`src/rtl/shift_add_mult.sv`:
```
// shift_add_mult
//   Sequential shift-add multiplier. One multiplier bit is consumed per clock,
//   so a single A_W+B_W adder serves every multiplier width. An accepted start
//   runs for exactly B_W cycles. The final cycle raises a one-cycle done pulse
//   and loads a registered product, resized to P_W, together with an overflow
//   flag.
// Ports
//   clk      in   rising-edge clock
//   rst_n    in   asynchronous active-low reset
//   start    in   operation request, sampled only while not busy
//   a        in   A_W-bit unsigned multiplicand, captured on accepted start
//   b        in   B_W-bit unsigned multiplier, captured on accepted start
//   busy     out  high while an operation is running
//   done     out  one-cycle pulse when product/overflow have just updated
//   product  out  P_W-bit registered result, held until next completion
//   overflow out  set when the full product does not fit in P_W bits
module shift_add_mult #(
  parameter int A_W = 16,
  parameter int B_W = 4,
  parameter int P_W = 32
) (
  input  logic           clk,
  input  logic           rst_n,
  input  logic           start,
  input  logic [A_W-1:0] a,
  input  logic [B_W-1:0] b,
  output logic           busy,
  output logic           done,
  output logic [P_W-1:0] product,
  output logic           overflow
);

  localparam int AB_W  = A_W + B_W;
  localparam int CNT_W = $clog2(B_W + 1);
  localparam int MAX_W = (P_W > AB_W) ? P_W : AB_W;
  localparam logic [CNT_W-1:0] LAST_CNT = CNT_W'(B_W - 1);

  typedef enum logic {
    IDLE = 1'b0,
    RUN  = 1'b1
  } state_t;

  state_t            state_q, state_d;
  logic [AB_W-1:0]   a_q, a_d;
  logic [B_W-1:0]    b_q, b_d;
  logic [AB_W-1:0]   acc_q, acc_d;
  logic [CNT_W-1:0]  cnt_q, cnt_d;
  logic              done_q, done_d;
  logic [P_W-1:0]    product_q, product_d;
  logic              overflow_q, overflow_d;
  logic [AB_W-1:0]   acc_sum;

  // Widen first so that both truncation and zero-extension pick the low P_W bits.
  function automatic logic [P_W-1:0] fit_product(input logic [AB_W-1:0] full);
    logic [MAX_W-1:0] ext;
    ext = MAX_W'(full);
    return ext[P_W-1:0];
  endfunction

  // Any bit above P_W-1 being set means the result was truncated. When
  // P_W >= AB_W, the shift clears every bit and the flag stays at 0.
  function automatic logic fit_overflow(input logic [AB_W-1:0] full);
    return (full >> P_W) != '0;
  endfunction

  // a_q is A_W+B_W wide, so the left shifts never drop a multiplicand bit.
  assign acc_sum = acc_q + (b_q[0] ? a_q : '0);

  always_comb begin
    state_d    = state_q;
    a_d        = a_q;
    b_d        = b_q;
    acc_d      = acc_q;
    cnt_d      = cnt_q;
    done_d     = 1'b0;
    product_d  = product_q;
    overflow_d = overflow_q;
    case (state_q)
      IDLE: begin
        if (start) begin
          a_d     = {{B_W{1'b0}}, a};
          b_d     = b;
          acc_d   = '0;
          cnt_d   = '0;
          state_d = RUN;
        end
      end
      RUN: begin
        acc_d = acc_sum;
        a_d   = a_q << 1;
        b_d   = b_q >> 1;
        cnt_d = cnt_q + CNT_W'(1);
        if (cnt_q == LAST_CNT) begin
          product_d  = fit_product(acc_sum);
          overflow_d = fit_overflow(acc_sum);
          done_d     = 1'b1;
          state_d    = IDLE;
        end
      end
      default: state_d = IDLE;
    endcase
  end

  always_ff @(posedge clk or negedge rst_n) begin
    if (!rst_n) begin
      state_q    <= IDLE;
      a_q        <= '0;
      b_q        <= '0;
      acc_q      <= '0;
      cnt_q      <= '0;
      done_q     <= 1'b0;
      product_q  <= '0;
      overflow_q <= 1'b0;
    end else begin
      state_q    <= state_d;
      a_q        <= a_d;
      b_q        <= b_d;
      acc_q      <= acc_d;
      cnt_q      <= cnt_d;
      done_q     <= done_d;
      product_q  <= product_d;
      overflow_q <= overflow_d;
    end
  end

  assign busy     = (state_q == RUN);
  assign done     = done_q;
  assign product  = product_q;
  assign overflow = overflow_q;

endmodule

```
`config.mk`:
```
export PLATFORM = sky130hd
export DESIGN_NAME = shift_add_mult
export DESIGN_NICKNAME = d
export VERILOG_FILES = /design/src/rtl/shift_add_mult.sv
export SDC_FILE = /design/constraint.sdc
export NUM_CORES = 1
export LEC_CHECK = 0
export ABC_CLOCK_PERIOD_IN_PS = 2600
export CAP_MARGIN = 20
export CELL_PAD_IN_SITES_DETAIL_PLACEMENT = 1
export CELL_PAD_IN_SITES_GLOBAL_PLACEMENT = 1
export CORE_UTILIZATION = 38
export DETAILED_ROUTE_END_ITERATION = 8
export PLACE_DENSITY = 0.87
export SYNTH_ARGS = -nofsm -noshare
export SYNTH_HDL_FRONTEND = slang
export SYNTH_SLANG_ARGS = --single-unit
```
`constraint.sdc`:
```
create_clock -name clk -period 2.6 [get_ports clk]
set_input_delay 0.52 -clock clk [delete_from_list [all_inputs] [get_ports clk]]
set_output_delay 0.52 -clock clk [all_outputs]
set_load 0.02 [all_outputs]
```
==> impl_metrics.ini, run 1 <==
[grt]
antenna_found_initial = 0
grt_max_degree = 70
track_usage_pct = 21.4
grt_first_pass_wirelength_mm = 17.1
grt_pass1_vias = 3340
overflow = 0

[routing]
met3_length_um = 345
wl_met1_mm = 4.81
dr.first_iter.drc_count = 104
wl_mm = 11.4
ant_nets = 0
drc = 0
vias_per_cell = 5.39
wl_met2_mm = 6.02
dr.pass1.iters = 4
vias = 3141
wl_per_cell_um = 19.6
top_layer = met4

[finish]
num_antenna_cells = 0
syn_to_final_growth_pct = 32.9
drive_gt1_share_pct = 27.6
fin_nets = 490
final_cell_area_um2 = 5200
stdcell_count = 583
fillers = 1050

[outcome]
violations = setup timing
status = complete, but fails checks

[setup_path]
ff2ff_setup_slack_ns = -0.02
crit_path_start = b_q[0]
worstSetupPathType = register to register
worst_setup_path_end_kind = register
rr_worst_depth = 10
required_ns = 2.84
cpPeakStageDelay_ns = 0.46
cp_cell_sequence = buf_6 > and2_1 > ha_4 > a21o_1 > a21oi_2 > and4_4 > o21bai_1 > a21oi_1 > xnor2_1 > mux2_2
slowest_stage = dfrtp_2
arrival_ns = 2.86
r2r_end = product[12]
start_kind = register
rr_startpoint = b_q[0]
path_max_fanout = 5

[synthesis]
synth.most_common_cell = dfrtp_1
syn_avg_cell_area_um2 = 10.3
synth_edf_count = 0
synthFlopType = dfrtp_1
ys_async_sr_fraction_pct = 100
yosys.area.top_type = dfrtp_1
ys_top_cells_by_area = dfrtp_1 (44%), ha_1 (6.7%), mux2i_1 (5.4%)
yosys_warnings = 0
syn_area_um2 = 3910
synth_cells = 380
yosys-top-cells-count = dfrtp_1 (69), nand2_1 (45), o21ai_0 (30)
synth_top_area_share_pct = 44.1
ys_seq_elements = 69
yosysSeqAreaShare_pct = 44.1
synth_cell_type_count = 50

[clock_tree]
cts_buffers = 9
htree_levels = 3
clockBufferDepth = 2
cts.sinks = 69
clk_latency_ns = 0.36
root_buffer = clkbuf_8
path_clk_slew_ns = 0.08
cts_tree = yes

[power_and_ir_drop]
peakVddDrop_uv = 439
power_mw = 5.08
leakagePower_nw = 2.36
p_per_area_nw_per_um2 = 976

[floorplanning]
die_area_um2 = 10700
core.rowCount = 36
initial_core_util_pct = 39.7
pin_count = 58
die_height_um = 103
die_w_um = 103
coreArea_um2 = 9860

[timing]
fin_tns_setup_ns = -0.0409
min_period_ns = 2.62
slew_headroom_pct = 60.2
setup_ws_ns = -0.0211
tightest_slew_ns = 0.598
timing.final.crit_share_pct = 101
timing.fmax_ghz = 0.382
rsz0062_at_grt = yes
fin_worst_skew_ns = 0.0106
drv_slew = 0
setup_viol_count_final = 2
hold_viol_final = 0
hold_ws_ns = 0.185

[run]
maxCapViolCount = 0

[place]
place.gp.congestion = 0.888
place_area_um2 = 4550
place.detailed.hpwl_mm = 6.95
io_buffers = 44
dp.cells = 558

[hold_path]
hp-class = primary input to asynchronous set/reset pin
-- layout make-up --
class	instances	area (µm²)	share of cell area (%)
flip-flops and latches	69	1730	33.2
repair buffers	74	684	13.2
clock buffers	10	128	2.45
well taps	133	166	3.20
clock inverters	6	63.8	1.23
inverters	10	37.5	0.722
multi-input cells	281	2390	46.0
-- per-stage QoR --
| stage | worst slack [ns] | util [%] |
|---|---|---|
| detailed placement | -0.0671 | 46.1 |
| global placement | -0.0155 | 46.1 |
| floorplan | 0.0139 | - |
| CTS | -0.0334 | 49.9 |
| finish | -0.0211 | 52.7 |
| global route | -0.113 | 52.7 |
-- registers in the layout, indices dropped and copies added, names as in the netlist --
register	cells
busy	1
acc_q	20
done	1
product	20
a_q	20
b_q	4
cnt_q	3
-- critical path, delay by kind of cell (launching register included) --
| kind | cells | cell delay (ns) |
|---|---|---|
| compound gates | 4 | 0.73 |
| xor+xnor | 1 | 0.16 |
| fa+ha+maj | 1 | 0.23 |
| buf+inv | 1 | 0.15 |
| flops | 1 | 0.46 |
| mux | 1 | 0.30 |
| simple gates | 2 | 0.47 |
-- report_power, final --
part	internal, mW	switching, mW
clock network	0.441	0.438
registers	1.48	0.314
logic	1.12	1.28
total	3.04	2.04
-- cell usage in the layout (no fill, tap or decap), drive strengths merged, types with 9 or more instances in the layout --
cell,count
mux2,18
nor2,13
o21ai,32
mux2i,21
ha,21
a21oi,17
nand2,45
buf,31
and2,18
a22o,18
xor2,9
clkdlybuf4s50,43
conb,13
dfrtp,69
inv,10
clkbuf,10
-- cell families (layout without fill, tap and decap cells) --
logic type	Yosys count	after routing	synth area share, %
buf+inv	42	100	5.56
other cells	1	13	0.0958
simple gates	88	88	10.8
flops	69	69	44.1
xor+xnor	17	17	3.80
mux	39	39	10.6
compound gates	102	102	17.8
fa+ha+maj	22	22	7.23
-- layer usage --
layer,track usage [%],up-vias
li1,-,1445
met1,26.4,1609
met2,36.2,69
met3,5.04,18
met4,8.13,0
met5,0,-
-- what timing repair did --
item                       in CTS  in global routing
cloned                          1                  0
setup endpoints to repair       8                 18
hold buffers                    0                  0
pin swaps                      16                 12
setup buffers                   5                  3
resized for setup              31                 46
-- worst max-delay path by stage --
stage,endpoint,cells after the start
finish,product[12],10
global placement,product[17],10
global route,product[12],10
floorplan,product[18],12
CTS,product[17],10
detailed placement,product[17],10
Power figures use the tool's default switching activity.
==> run 2: changes to the inputs <==
HOLD_SLACK_MARGIN = 0.08   (was unset)
==> results of run 2 <==
The final DEF is identical to that of run 1; final timing and power are the same.
